### config.mk
export PLATFORM = sky130hd
export DESIGN_NAME = muxs_ctrl
export DESIGN_NICKNAME = d
export VERILOG_FILES = /design/src/rtl/muxs_ctrl.sv
export SDC_FILE = /design/constraint.sdc
export NUM_CORES = 1
export LEC_CHECK = 0
export ABC_AREA = 1
export CAP_MARGIN = 20
export CORE_MARGIN = 4
export CORE_UTILIZATION = 47
export DETAILED_ROUTE_END_ITERATION = 12
export PLACE_DENSITY = 0.73
export REMOVE_ABC_BUFFERS = 1
export SETUP_SLACK_MARGIN = 0.5
export SYNTH_ARGS = -nofsm -noshare
export SYNTH_HDL_FRONTEND = slang
export SYNTH_SLANG_ARGS = --single-unit
### constraint.sdc
create_clock -name clk -period 1.4 [get_ports clk]
set_input_delay 0.28 -clock clk [delete_from_list [all_inputs] [get_ports clk]]
set_output_delay 0.28 -clock clk [all_outputs]
set_load 0.005 [all_outputs]
### src/rtl/muxs_ctrl.sv
// Operand/write-back mux sequencer: decodes one instruction at a time, drives
// the immediate/operand/write-back selects, issues load reads and pulses the
// register-file write enable.
module muxs_ctrl #(
  parameter int unsigned MemTimeout = 16
) (
  input  logic       clk,
  input  logic       rst,
  input  logic       instr_valid,
  output logic       instr_ready,
  input  logic [5:0] ir_opcode,
  input  logic [4:0] ir_sub,
  input  logic [4:0] ir_rt,
  input  logic       mem_ack,
  output logic [1:0] mux4to1_select,
  output logic [1:0] imm_reg_select,
  output logic [1:0] write_reg_select,
  output logic       mem_read,
  output logic       reg_write,
  output logic [4:0] wb_addr,
  output logic       illegal,
  output logic       bus_error
);

  localparam int unsigned CntW  = 16;
  localparam int unsigned SelW  = 2;
  localparam int unsigned AddrW = 5;

  localparam logic [CntW-1:0] CntLast = CntW'(MemTimeout - 1);

  localparam logic [5:0] OpAlu  = 6'b100000;
  localparam logic [5:0] OpAddi = 6'b101000;
  localparam logic [5:0] OpOri  = 6'b101100;
  localparam logic [5:0] OpMovi = 6'b100010;
  localparam logic [5:0] OpLwi  = 6'b000010;
  localparam logic [5:0] OpLw   = 6'b011100;

  localparam logic [4:0] SubSlli = 5'b01000;
  localparam logic [4:0] SubSrli = 5'b01001;

  typedef enum logic [1:0] {
    IDLE = 2'b00,
    EXEC = 2'b01,
    MEM  = 2'b10,
    WB   = 2'b11
  } state_t;

  state_t            r_state,     w_state_nxt;
  logic [CntW-1:0]   r_cnt,       w_cnt_nxt;
  logic [SelW-1:0]   r_mux,       w_mux_nxt;
  logic [SelW-1:0]   r_opr,       w_opr_nxt;
  logic [SelW-1:0]   r_wbs,       w_wbs_nxt;
  logic [AddrW-1:0]  r_wb_addr,   w_wb_addr_nxt;
  logic              r_is_load,   w_is_load_nxt;
  logic              r_illegal,   w_illegal_nxt;
  logic              r_bus_error, w_bus_error_nxt;
  logic              r_mem_read;
  logic              r_reg_write;

  logic              w_legal;
  logic              w_load;
  logic [SelW-1:0]   w_dec_mux;
  logic [SelW-1:0]   w_dec_opr;
  logic [SelW-1:0]   w_dec_wbs;

  // Instruction decode table: selects, load flag and legality
  always_comb begin
    w_legal   = 1'b1;
    w_load    = 1'b0;
    w_dec_mux = 2'b00;
    w_dec_opr = 2'b00;
    w_dec_wbs = 2'b00;
    unique case (ir_opcode)
      OpAlu: begin
        if (ir_sub == SubSlli || ir_sub == SubSrli) begin
          w_dec_opr = 2'b01;
        end
      end
      OpAddi: begin
        w_dec_mux = 2'b01;
        w_dec_opr = 2'b01;
      end
      OpOri: begin
        w_dec_mux = 2'b10;
        w_dec_opr = 2'b01;
      end
      OpMovi: begin
        w_dec_mux = 2'b11;
        w_dec_opr = 2'b01;
        w_dec_wbs = 2'b01;
      end
      OpLwi: begin
        w_dec_opr = 2'b10;
        w_dec_wbs = 2'b10;
        w_load    = 1'b1;
      end
      OpLw: begin
        w_dec_opr = 2'b11;
        w_dec_wbs = 2'b10;
        w_load    = 1'b1;
      end
      default: w_legal = 1'b0;
    endcase
  end

  // Next-state and next-register logic; selects hold unless a legal instruction is accepted
  always_comb begin
    w_state_nxt     = r_state;
    w_cnt_nxt       = r_cnt;
    w_mux_nxt       = r_mux;
    w_opr_nxt       = r_opr;
    w_wbs_nxt       = r_wbs;
    w_wb_addr_nxt   = r_wb_addr;
    w_is_load_nxt   = r_is_load;
    w_illegal_nxt   = 1'b0;
    w_bus_error_nxt = 1'b0;
    unique case (r_state)
      IDLE: begin
        if (instr_valid) begin
          if (w_legal) begin
            w_mux_nxt     = w_dec_mux;
            w_opr_nxt     = w_dec_opr;
            w_wbs_nxt     = w_dec_wbs;
            w_wb_addr_nxt = ir_rt;
            w_is_load_nxt = w_load;
            w_state_nxt   = EXEC;
          end else begin
            w_illegal_nxt = 1'b1;
          end
        end
      end
      EXEC: begin
        w_cnt_nxt   = '0;
        w_state_nxt = r_is_load ? MEM : WB;
      end
      MEM: begin
        if (mem_ack) begin
          w_state_nxt = WB;
        end else if (r_cnt == CntLast) begin
          w_bus_error_nxt = 1'b1;
          w_state_nxt     = IDLE;
        end else begin
          w_cnt_nxt = r_cnt + CntW'(1);
        end
      end
      WB: begin
        w_state_nxt = IDLE;
      end
      default: w_state_nxt = IDLE;
    endcase
  end

  // State, datapath-select and pulse registers
  always_ff @(posedge clk or posedge rst) begin
    if (rst) begin
      r_state     <= IDLE;
      r_cnt       <= '0;
      r_mux       <= '0;
      r_opr       <= '0;
      r_wbs       <= '0;
      r_wb_addr   <= '0;
      r_is_load   <= 1'b0;
      r_illegal   <= 1'b0;
      r_bus_error <= 1'b0;
      r_mem_read  <= 1'b0;
      r_reg_write <= 1'b0;
    end else begin
      r_state     <= w_state_nxt;
      r_cnt       <= w_cnt_nxt;
      r_mux       <= w_mux_nxt;
      r_opr       <= w_opr_nxt;
      r_wbs       <= w_wbs_nxt;
      r_wb_addr   <= w_wb_addr_nxt;
      r_is_load   <= w_is_load_nxt;
      r_illegal   <= w_illegal_nxt;
      r_bus_error <= w_bus_error_nxt;
      r_mem_read  <= (w_state_nxt == MEM);
      r_reg_write <= (w_state_nxt == WB);
    end
  end

  // Ready is decoded from state, masked while reset is held
  assign instr_ready      = (r_state == IDLE) && !rst;
  assign mux4to1_select   = r_mux;
  assign imm_reg_select   = r_opr;
  assign write_reg_select = r_wbs;
  assign wb_addr          = r_wb_addr;
  assign mem_read         = r_mem_read;
  assign reg_write        = r_reg_write;
  assign illegal          = r_illegal;
  assign bus_error        = r_bus_error;

endmodule
Yosys cells after proc, flatten, opt, wreduce, memory -nomap -nowiden
Index checks and enable logic that the tools add are counted.

storage, ports and cells
  logic and storage cells = 59
  bits in registers = 34
  bits of input ports = 20

cells by class
  multiplexer cells = 21
  eq/ne operators = 16
  reductions and logical operators = 10
  add/sub/neg operators = 1

operator list
  cell                   count
  $mux 16                2
  $pmux 16 s2            1
  $eq 6x6->1 const B     4
  $add 16x1->16 const B  1
  $eq 16x4->1 const B    1
  $pmux 2 s4             2
  $eq 5x4->1 const B     2
  $mux 1                 10
  $eq 2x2->1 const B     4
  $mux 2                 4
  $eq 6x2->1 const B     1
  $eq 6x5->1 const B     1
  $pmux 2 s3             1
  $reduce_and 3->1       2
  $reduce_or 6->1        1
  $ne 2x2->1 const B     2
  $pmux 2 s2             1
  $reduce_or 3->1        1
  $eq 2x1->1 const B     1
  $logic_not 2->1        1
  $reduce_bool 2->1      1
  $reduce_or 2->1        1
  $logic_and 1x1->1      1
  $logic_not 1->1        1
  $logic_or 1x1->1       1

Longest topological paths before layout
Gate-level depths: netlist of the first run.

  depth in word-level cells = 7
  gate-level depth with buffers = 10

Worst setup path before layout of the first run
OpenSTA, ideal clock, no wires.

  kind = reg2reg
  start point = register r_cnt[0]
  end point = register r_cnt[11]
  required time = 1.274 ns
  path buffers = 1
  setup slack = -0.058 ns
  clock period less this slack = 1.458 ns
  data arrival time = 1.332 ns
  stages on the path, launching flop included = 8
  library setup time = 0.126 ns
  path through = dfrtp_1 ha_1 nand3_2 nor2_1 nand2_2 a21oi_4 buf_6 o21ai_0

between the ends
  longest elaborated chain between the ends = 4

RTL lines
  item                    RTL line  text
  from (decl)             49        logic [CntW-1:0] r_cnt, w_cnt_nxt;
  from (signal assigned)  169       r_cnt <= w_cnt_nxt;
  $add 16x1->16           143       w_cnt_nxt = r_cnt + CntW'(1);
  $mux 16                 139       end else if (r_cnt == CntLast) begin
  $mux 16                 137       if (mem_ack) begin
  $pmux 16 s2             117       unique case (r_state)

Parallel ways exist; a longest one is shown, timed or not. The select of a mux whose other input is x is not followed.
A chain may end at the register's enable or synchronous reset.

Final worst setup path of the first run
  start point = register r_cnt[1]
  end point = register r_cnt[8]

The elaborated chain is that of the path after synthesis.

==> flow_summary.html, run 1 <==
<table>
<tr><th>Metric</th><th>Value</th></tr>
<tr><th colspan="2">Synth</th></tr>
<tr><td>Area of the mapped netlist</td><td>~1900 um2</td></tr>
<tr><td>Sequential area share after synthesis</td><td>0.445</td></tr>
<tr><td>Synthesized flop and latch total</td><td>34</td></tr>
<tr><td>Synth Warn #</td><td>0</td></tr>
<tr><td>Synthesized area per cell</td><td>7.16 um2</td></tr>
<tr><td>Syn Inst Count</td><td>approximately 270</td></tr>
<tr><td>Distinct cell type count after synthesis</td><td>23</td></tr>
<tr><th colspan="2">Clock network</th></tr>
<tr><td>CTS sink cnt</td><td>34</td></tr>
<tr><td>Maximum clock path buffer count</td><td>2</td></tr>
<tr><td>Number of buffers created by CTS</td><td>5</td></tr>
<tr><td>Cell chosen for the clock root</td><td>clkbuf_8</td></tr>
<tr><td>Later-pin clock latency in the skew report</td><td>around 0.3 ns</td></tr>
<tr><td>Clock-pin slew reported for the worst setup and hold paths after clock tree synthesis</td><td>~0.080 ns</td></tr>
<tr><td>Number of H-tree levels</td><td>2</td></tr>
<tr><td>CTS tree</td><td>done</td></tr>
<tr><th colspan="2">Setup path</th></tr>
<tr><td>Maximum fanout along the worst path</td><td>3</td></tr>
<tr><td>Worst path slowest cell</td><td>dfrtp_1</td></tr>
<tr><td>CP Data Arrival Time</td><td>roughly 1.8 ns</td></tr>
<tr><td>Sequence of cells on the critical path</td><td>ha_4, nand3_4, buf_4, buf_4, inv_1, nand2_1, xor2_1, nor2_1, nand2_1, nand2_1</td></tr>
<tr><td>Launch instance of the worst register-to-register path</td><td>r_cnt[1]</td></tr>
<tr><td>Critical Path End Type</td><td>flip-flop</td></tr>
<tr><td>Delay of the slowest cell on the worst path</td><td>around 0.40 ns</td></tr>
<tr><td>Total buffers and inverters traversed by the critical path</td><td>3</td></tr>
<tr><td>WP data required</td><td>approximately 1.6 ns</td></tr>
<tr><td>Crit Path Category</td><td>flip-flop to flip-flop</td></tr>
<tr><td>Kind of start point of the critical path</td><td>flip-flop</td></tr>
<tr><td>Cell type with the highest occurrence count on the critical path</td><td>nand2_1</td></tr>
<tr><td>Launch point of the worst path</td><td>r_cnt[1]</td></tr>
<tr><td>FF-to-FF setup slack</td><td>-0.16 ns</td></tr>
<tr><td>Crit path max-delay family</td><td>simple AND/OR/NAND/NOR gates</td></tr>
<tr><th colspan="2">Outcome</th></tr>
<tr><td>Failing checks</td><td>setup timing</td></tr>
<tr><td>Outcome</td><td>complete, but fails checks</td></tr>
<tr><th colspan="2">Layout</th></tr>
<tr><td>Antenna diode count</td><td>0</td></tr>
<tr><td># nets final</td><td>~400</td></tr>
<tr><td>Fill cells</td><td>roughly 180</td></tr>
<tr><td>Fraction of final layout cells sized beyond drive strength 1</td><td>0.484</td></tr>
<tr><td>Multi-input gate area</td><td>about 1300 um2</td></tr>
<tr><td>Area growth, synth to finish</td><td>72.6%</td></tr>
<tr><td>Fin util</td><td>0.869</td></tr>
<tr><td>Combined flip-flop and latch cell area</td><td>852 um2</td></tr>
<tr><th colspan="2">STA</th></tr>
<tr><td>Count of endpoints failing hold in the final timing report</td><td>0</td></tr>
<tr><td>Worst slew slack as a fraction of its limit</td><td>0.707</td></tr>
<tr><td>Highest clock frequency the design can meet</td><td>641 MHz</td></tr>
<tr><td>Number of pins with negative max-slew slack in the final report</td><td>0</td></tr>
<tr><td>Final setup TNS</td><td>-1.44 ns</td></tr>
<tr><td>Finish-stage setup viols</td><td>18</td></tr>
<tr><td>Clock period minus final worst setup slack</td><td>roughly 1.6 ns</td></tr>
<tr><td>Fraction of the cycle the final worst path needs</td><td>1.11</td></tr>
<tr><td>Minimum setup slack in the final design</td><td>-0.160 ns</td></tr>
<tr><td>Unrepaired setup endpoints after global routing</td><td>true</td></tr>
<tr><td>Tightest Pin Transition</td><td>between 0.4 and 0.5 ns</td></tr>
<tr><td>Setup clock skew after layout</td><td>roughly 0.012 ns</td></tr>
<tr><th colspan="2">Routing</th></tr>
<tr><td>Average wire per standard cell</td><td>17.1 um</td></tr>
<tr><td>Number of optimization iterations in the first detailed-route pass</td><td>5</td></tr>
<tr><td>Remaining antenna violation count after routing</td><td>0</td></tr>
<tr><td>Vias</td><td>about 2400</td></tr>
<tr><td>Total wire length</td><td>between 7000 and 8000 um</td></tr>
<tr><td>Post-detailed-route DRC marker count</td><td>0</td></tr>
<tr><td>Number of violations reported at the end of detailed-routing iteration 0</td><td>~280</td></tr>
<tr><td>Via count normalized by instance count</td><td>~5.5</td></tr>
<tr><th colspan="2">Floorplanning</th></tr>
<tr><td>Total core area</td><td>3800 um2</td></tr>
<tr><td>DIE AREA</td><td>5150 um2</td></tr>
<tr><td>Overall die width</td><td>slightly above 70 um</td></tr>
<tr><td>Site row count</td><td>22</td></tr>
<tr><td>Initial core utilization</td><td>0.503</td></tr>
<tr><td>Floorplan die height</td><td>about 72 um</td></tr>
<tr><td>Top Ports</td><td>36</td></tr>
<tr><th colspan="2">Worst hold path</th></tr>
<tr><td>Path type of the worst min-delay path</td><td>primary input to flip-flop</td></tr>
<tr><td>Launch instance of the worst min-delay path</td><td>ir_opcode[2]</td></tr>
<tr><th colspan="2">Global route</th></tr>
<tr><td>Global routing usage summed across all routing layers</td><td>0.244</td></tr>
<tr><td>Vias in the first global route</td><td>roughly 2100</td></tr>
<tr><td>Aggregate global routing overflow</td><td>0</td></tr>
<tr><td>First-pass GRT wire length</td><td>around 9900 um</td></tr>
<tr><td>Number of antenna violations at the first check in global routing</td><td>0</td></tr>
<tr><td>Pin count of the biggest net entering global routing</td><td>35</td></tr>
<tr><th colspan="2">Placed design</th></tr>
<tr><td>Global placement routability congestion</td><td>between 0.8 and 0.9</td></tr>
<tr><td>DP Wirelength</td><td>between 3000 and 4000 um</td></tr>
<tr><td>Number of buffer cells added on primary ports</td><td>34</td></tr>
<tr><th colspan="2">Job</th></tr>
<tr><td>Reported max-cap violation count</td><td>0</td></tr>
<tr><th colspan="2">Pwr</th></tr>
<tr><td>Static Leak</td><td>about 0.0017 uW</td></tr>
<tr><td>Worst voltage drop across the vdd grid</td><td>around 0.75 mV</td></tr>
<tr><td>Power density cells</td><td>~1400 nW/um2</td></tr>
</table>
-- repair_timing --
action	in CTS	in global routing
resized for setup	172	53
gates cloned	5	0
hold buffers	0	0
pin swaps	29	29
setup endpoints to repair	50	50
buffers inserted	20	8
-- routing by layer --
| layer | GRT usage | share of wire | up-vias |
|---|---|---|---|
| li1 | - | - | 1067 |
| met5 | 0 | 0 | - |
| met3 | 0.0435 | 0.074 | 41 |
| met2 | 0.430 | 0.50 | 139 |
| met1 | 0.301 | 0.38 | 1106 |
| met4 | 0.0793 | 0.049 | 0 |
-- synth_stat cells --
library cell | instances | area, um2
a21oi_1 | 1 | 5.00
a21oi_4 | 1 | 16.3
buf_2 | 1 | 5.00
buf_4 | 1 | 7.51
buf_6 | 2 | 22.5
clkbuf_1 | 2 | 7.51
dfrtp_1 | 34 | 851
ha_1 | 1 | 12.5
inv_1 | 22 | 82.6
nand2_1 | 94 | 353
nand2_2 | 2 | 12.5
nand3_1 | 30 | 150
nand3_2 | 1 | 10.0
nand3b_1 | 2 | 15.0
nand4_1 | 6 | 37.5
nor2_1 | 43 | 161
nor3_1 | 2 | 10.0
nor3b_1 | 1 | 7.51
o21a_1 | 1 | 7.51
o21ai_0 | 9 | 45.0
o21ai_2 | 2 | 17.5
o21bai_1 | 3 | 22.5
xor2_1 | 6 | 52.6
-- where the power goes --
group | internal (uW) | switching (uW)
Sequential | 1170 | 180
Combinational | 936 | 1100
Clock | 714 | 431
-- worst reg2reg max path: cells and delay by family, from the launching register on --
family        cells  cell delay (ns)
flops             1             0.40
fa+ha+maj         1             0.17
xor+xnor          1             0.16
simple gates      5             0.42
buf+inv           3             0.37
-- cells by family (layout without fill, tap and decap cells) --
| group | after synthesis | count (layout) | synth area share |
|---|---|---|---|
| buffers and inverters | 28 | 136 | 0.0654 |
| xor gates and xnor gates | 6 | 6 | 0.0275 |
| and+or+nand+nor | 181 | 182 | 0.396 |
| adders and majority gates | 1 | 1 | 0.00654 |
| AOI/OAI and AO/OA | 17 | 17 | 0.0596 |
| DFF | 34 | 34 | 0.445 |
-- stage by stage --
step / worst slack (ns) / hold slack (ns) / std cells / total power, uW / area (um2)
2_1_floorplan: -0.196 / 0.353 / 261 / 1820 / 1870
3_3_place_gp: -0.348 / 0.452 / 383 / 2570 / 2590
3_5_place_dp: -0.422 / 0.456 / 383 / 2590 / 2590
4_1_cts: -0.0387 / 0.423 / 416 / 4040 / 3040
5_1_grt: -0.228 / 0.473 / 424 / 4690 / 3300
6_report: -0.160 / 0.445 / 424 / 4530 / 3300
-- cell usage in the layout (no fill, tap or decap), drive strengths merged --
master | synthesis | routed
nand2 | 96 | 97
dfrtp | 34 | 34
clkdlybuf4s50 | 0 | 12
clkbuf | 2 | 5
nor2 | 43 | 43
o21a | 1 | 1
nor3 | 2 | 2
buf | 4 | 94
nor3b | 1 | 1
o21ai | 11 | 11
a21oi | 2 | 2
clkinv | 0 | 1
nand3 | 31 | 31
bufinv | 0 | 2
nand4 | 6 | 6
o21bai | 3 | 3
ha | 1 | 1
nand3b | 2 | 2
inv | 22 | 22
xor2 | 6 | 6
-- path summary, 6_finish.rpt --
kind,end,depth (start not counted)
setup reg to reg,r_cnt[8],10
min in group asynchronous,illegal,4
setup / recovery,r_cnt[8],10
hold / removal,mux4to1_select[0],6
hold reg to reg,mux4to1_select[1],2
max in group asynchronous,r_cnt[9],4
-- state kept, by name, summed over array words and instances (netlist names) --
name,cells
bus_error,1
illegal,1
imm_reg_select,2
mem_read,1
mux4to1_select,2
r_cnt,16
r_is_load,1
r_state,2
reg_write,1
wb_addr,5
write_reg_select,2
-- cell type report --
cell class | instances | area share
inverters | 22 | 0.0281
well taps | 48 | 0.0182
clock buffers | 5 | 0.0209
repair buffers | 106 | 0.267
multi-input cells | 206 | 0.386
flip-flops and latches | 34 | 0.258
clock inverters | 3 | 0.0209
Power figures use the tool's default switching activity.
==> run 2: changes to the inputs <==
--- a/config.mk
+++ b/config.mk
@@ -10,6 +10,7 @@
 export CORE_MARGIN = 4
 export CORE_UTILIZATION = 47
 export DETAILED_ROUTE_END_ITERATION = 12
+export GPL_ROUTABILITY_DRIVEN = 0
 export PLACE_DENSITY = 0.73
 export REMOVE_ABC_BUFFERS = 1
 export SETUP_SLACK_MARGIN = 0.5
==> results of run 2 <==
No change in the layout: final DEF, timing and power equal those of run 1.
==> run 3: changes to the inputs <==
--- a/config.mk
+++ b/config.mk
@@ -8,10 +8,10 @@
 export ABC_AREA = 1
 export CAP_MARGIN = 20
 export CORE_MARGIN = 4
-export CORE_UTILIZATION = 47
+export CORE_UTILIZATION = 52
 export DETAILED_ROUTE_END_ITERATION = 12
 export GPL_ROUTABILITY_DRIVEN = 0
-export PLACE_DENSITY = 0.73
+export PLACE_DENSITY = 0.77
 export REMOVE_ABC_BUFFERS = 1
 export SETUP_SLACK_MARGIN = 0.5
 export SYNTH_ARGS = -nofsm -noshare
==> constraint.sdc (replaced) <==
create_clock -name clk -period 1.5 [get_ports clk]
set_input_delay 0.3 -clock clk [delete_from_list [all_inputs] [get_ports clk]]
set_output_delay 0.3 -clock clk [all_outputs]
set_load 0.005 [all_outputs]
==> run 3 against run 2 <==
Compared with the run above: the run still ends with setup timing left; clock power down 28%; fmax down 0.13%; highest routed layer unchanged; non-clock buffer count down 7; register-to-register slack better by 0.098 ns; routed wire length down 2.7%; global-route usage up 2.5 points; largest cell class unchanged.
==> flow_summary.html, run 3 (synthesized netlist as in run 1, its figures left out) <==
<table>
<tr><th>Metric</th><th>Value</th></tr>
<tr><th colspan="2">Outcome</th></tr>
<tr><td>Outcome</td><td>complete, but fails checks</td></tr>
<tr><td>Failing checks</td><td>setup timing</td></tr>
<tr><th colspan="2">Pwr</th></tr>
<tr><td>Post-layout total power</td><td>4070 uW (-10%)</td></tr>
<tr><td>Worst voltage drop across the vdd grid</td><td>0.816 mV (+9.3%)</td></tr>
<tr><td>Static Leak</td><td>0.00158 uW (-5.2%)</td></tr>
<tr><td>Power density cells</td><td>1310 nW/um2 (-4.8%)</td></tr>
<tr><th colspan="2">Layout</th></tr>
<tr><td>Most flops, register</td><td>r_cnt</td></tr>
<tr><td>Antenna diode count</td><td>0 (unchanged)</td></tr>
<tr><td>Cell area after layout</td><td>3110 um2 (-5.6%)</td></tr>
<tr><td>Commonest non-fill, non-tap cell in the layout</td><td>nand2_1</td></tr>
<tr><td># nets final</td><td>389 (-1.8%)</td></tr>
<tr><td>Most frequent cells in the layout</td><td>nand2_1 (64), buf_4 (52), dfrtp_1 (30)</td></tr>
<tr><td>Non-filler instance count after layout</td><td>415 (-2.1%)</td></tr>
<tr><td>Max FFs per register</td><td>16 (unchanged)</td></tr>
<tr><td>Fraction of final layout cells sized beyond drive strength 1</td><td>0.469 (-0.0152)</td></tr>
<tr><td>Fin util</td><td>0.905 (+0.0362)</td></tr>
<tr><td>Area growth, synth to finish</td><td>62.9%</td></tr>
<tr><th colspan="2">Floorplanning</th></tr>
<tr><td>Site row count</td><td>21 (-4.5%)</td></tr>
<tr><td>DIE AREA</td><td>4710 um2 (-8.6%)</td></tr>
<tr><td>Initial core utilization</td><td>0.555 (+0.0521)</td></tr>
<tr><td>Floorplan die height</td><td>68.6 um (-4.4%)</td></tr>
<tr><td>Overall die width</td><td>68.6 um (-4.4%)</td></tr>
<tr><td>Total core area</td><td>3440 um2 (-9.4%)</td></tr>
<tr><td>Top Ports</td><td>36 (unchanged)</td></tr>
<tr><th colspan="2">STA</th></tr>
<tr><td>Finish-stage setup viols</td><td>9 (-9)</td></tr>
<tr><td>Clock period minus final worst setup slack</td><td>1.56 ns (+0.00209 ns)</td></tr>
<tr><td>Count of endpoints failing hold in the final timing report</td><td>0 (unchanged)</td></tr>
<tr><td>Number of pins with negative max-slew slack in the final report</td><td>0 (unchanged)</td></tr>
<tr><td>Minimum setup slack in the final design</td><td>-0.0623 ns (+0.0979 ns)</td></tr>
<tr><td>Highest clock frequency the design can meet</td><td>640 MHz (-0.13%)</td></tr>
<tr><td>Tightest Pin Transition</td><td>0.406 ns (-0.0317 ns)</td></tr>
<tr><td>Worst slew slack as a fraction of its limit</td><td>0.728 (+0.0212)</td></tr>
<tr><td>Setup clock skew after layout</td><td>0.0143 ns (+0.00242 ns)</td></tr>
<tr><td>Fraction of the cycle the final worst path needs</td><td>1.04 (-0.0729)</td></tr>
<tr><td>Unrepaired setup endpoints after global routing</td><td>true</td></tr>
<tr><th colspan="2">Global route</th></tr>
<tr><td>Global routing usage summed across all routing layers</td><td>0.269 (+0.0250)</td></tr>
<tr><td>Met3 track utilization from global routing</td><td>0.0648 (+0.0214)</td></tr>
<tr><td>Met1 Track Usage GR</td><td>0.334 (+0.0330)</td></tr>
<tr><td>Aggregate global routing overflow</td><td>0 (unchanged)</td></tr>
<tr><td>Pin count of the biggest net entering global routing</td><td>35 (unchanged)</td></tr>
<tr><td>First-pass GRT wire length</td><td>9430 um (-4.6%)</td></tr>
<tr><td>Number of antenna violations at the first check in global routing</td><td>0 (unchanged)</td></tr>
<tr><td>M2 GR Usage</td><td>0.431 (+0.00187)</td></tr>
<tr><td>Most Used Layer, Global Route</td><td>met2</td></tr>
<tr><td>Vias in the first global route</td><td>2083 (-2.4%)</td></tr>
<tr><th colspan="2">Setup path</th></tr>
<tr><td>WP data required</td><td>1.68 ns (+0.04 ns)</td></tr>
<tr><td>CP Data Arrival Time</td><td>1.74 ns (-0.06 ns)</td></tr>
<tr><td>Maximum fanout along the worst path</td><td>3 (unchanged)</td></tr>
<tr><td>Critical Path End Type</td><td>flip-flop</td></tr>
<tr><td>Kind of start point of the critical path</td><td>flip-flop</td></tr>
<tr><td>Crit Path Category</td><td>flip-flop to flip-flop</td></tr>
<tr><th colspan="2">Clock network</th></tr>
<tr><td>Number of buffers created by CTS</td><td>5 (unchanged)</td></tr>
<tr><td>Number of H-tree levels</td><td>2 (unchanged)</td></tr>
<tr><td>CTS tree</td><td>done</td></tr>
<tr><td>Clock-pin slew reported for the worst setup and hold paths after clock tree synthesis</td><td>0.08 ns (about the same)</td></tr>
<tr><td>Number of hold buffers added after CTS</td><td>0 (unchanged)</td></tr>
<tr><td>Later-pin clock latency in the skew report</td><td>0.29 ns (about the same)</td></tr>
<tr><td>Maximum clock path buffer count</td><td>2 (unchanged)</td></tr>
<tr><td>CTS sink cnt</td><td>34 (unchanged)</td></tr>
<tr><td>Cell chosen for the clock root</td><td>clkbuf_8</td></tr>
<tr><th colspan="2">Job</th></tr>
<tr><td>Reported max-cap violation count</td><td>0 (unchanged)</td></tr>
<tr><th colspan="2">Routing</th></tr>
<tr><td>Remaining antenna violation count after routing</td><td>0 (unchanged)</td></tr>
<tr><td>Number of violations reported at the end of detailed-routing iteration 0</td><td>290 (+4.7%)</td></tr>
<tr><td>Post-detailed-route DRC marker count</td><td>0 (unchanged)</td></tr>
<tr><td>Total wire length</td><td>7070 um (-2.7%)</td></tr>
<tr><td>Via count normalized by instance count</td><td>5.69 (+2.6%)</td></tr>
<tr><td>Vias</td><td>2363 (+0.42%)</td></tr>
<tr><td>Number of optimization iterations in the first detailed-route pass</td><td>5 (unchanged)</td></tr>
<tr><td>Average wire per standard cell</td><td>17.0 um (-0.57%)</td></tr>
<tr><th colspan="2">Placed design</th></tr>
<tr><td>Number of buffer cells added on primary ports</td><td>34 (unchanged)</td></tr>
<tr><td>Placed instance count</td><td>372 (-2.9%)</td></tr>
<tr><td>Total placed instance area</td><td>2520 um2 (-2.7%)</td></tr>
<tr><td>DP Wirelength</td><td>3520 um (+0.39%)</td></tr>
<tr><th colspan="2">Worst hold path</th></tr>
<tr><td>Path type of the worst min-delay path</td><td>primary input to asynchronous set/reset pin</td></tr>
</table>
run 3: changes by cell type in the layout (fill, tap and decap cells not counted), moves of 5 or more:
cell     change
buf_4        -7
buf_2        +6
nand2_1      +6
nand2_4      -6
buf_6        -5
run 3: area by class of cell:
| type | count | area [um2] |
|---|---|---|
| multi-input cells | 206 | 1210 |
| flip-flops and latches | 34 | 856 |
| repair buffers | 99 | 803 |
| clock inverters | 1 | 30.0 |
| well taps | 46 | 57.6 |
| clock buffers | 7 | 76.3 |
| fillers | 148 | 328 |
| inverters | 22 | 85.1 |
run 3: per-stage QoR:
stage               TNS, ns  hold WS (ns)  worst slack [ns]
floorplan            -0.825         0.373           -0.0958
global placement      -4.57         0.453            -0.313
detailed placement    -6.17         0.462            -0.393
CTS                       0         0.474            0.0485
global route         -0.927         0.257            -0.110
finish               -0.167         0.223           -0.0623
run 3: routing by layer:
metal | vias to the layer above | part of all wire
met5 | - | 0
met4 | 0 | 0.040
met3 | 44 | 0.086
met2 | 157 | 0.50
met1 | 1112 | 0.37
li1 | 1050 | -
run 3: path summary, 6_finish.rpt:
check | startpoint | to | slack, ns | cells after the start
min reg2reg | wb_addr[1] | wb_addr[1] | 0.49 | 2
max | r_cnt[1] | r_cnt[3] | -0.06 | 8
min | rst | bus_error | 0.22 | 4
max in group asynchronous | rst | r_state[1] | 1.08 | 4
min in group clk | wb_addr[1] | wb_addr[1] | 0.49 | 2
max reg2reg | r_cnt[1] | r_cnt[3] | -0.06 | 8
run 3: worst max-delay path, stage by stage, from the launching register on:
cell,delay [ns]
dfrtp_1,0.42
buf_4,0.15
buf_4,0.14
nand3_1,0.11
buf_4,0.15
xor2_1,0.21
nor2_1,0.09
nand2_1,0.10
nand2_1,0.07
run 3: report_power, final:
part | switching, uW | internal, uW | total, uW
clock | 330 | 497 | 827
combinational | 1010 | 981 | 2000
sequential | 150 | 1090 | 1240
total | 1490 | 2570 | 4070
run 3: timing repair:
action	in CTS	in global routing
pin swaps	25	22
gates resized for setup	143	53
setup buffers	17	16
gates cloned	2	0
setup endpoints to repair	50	50
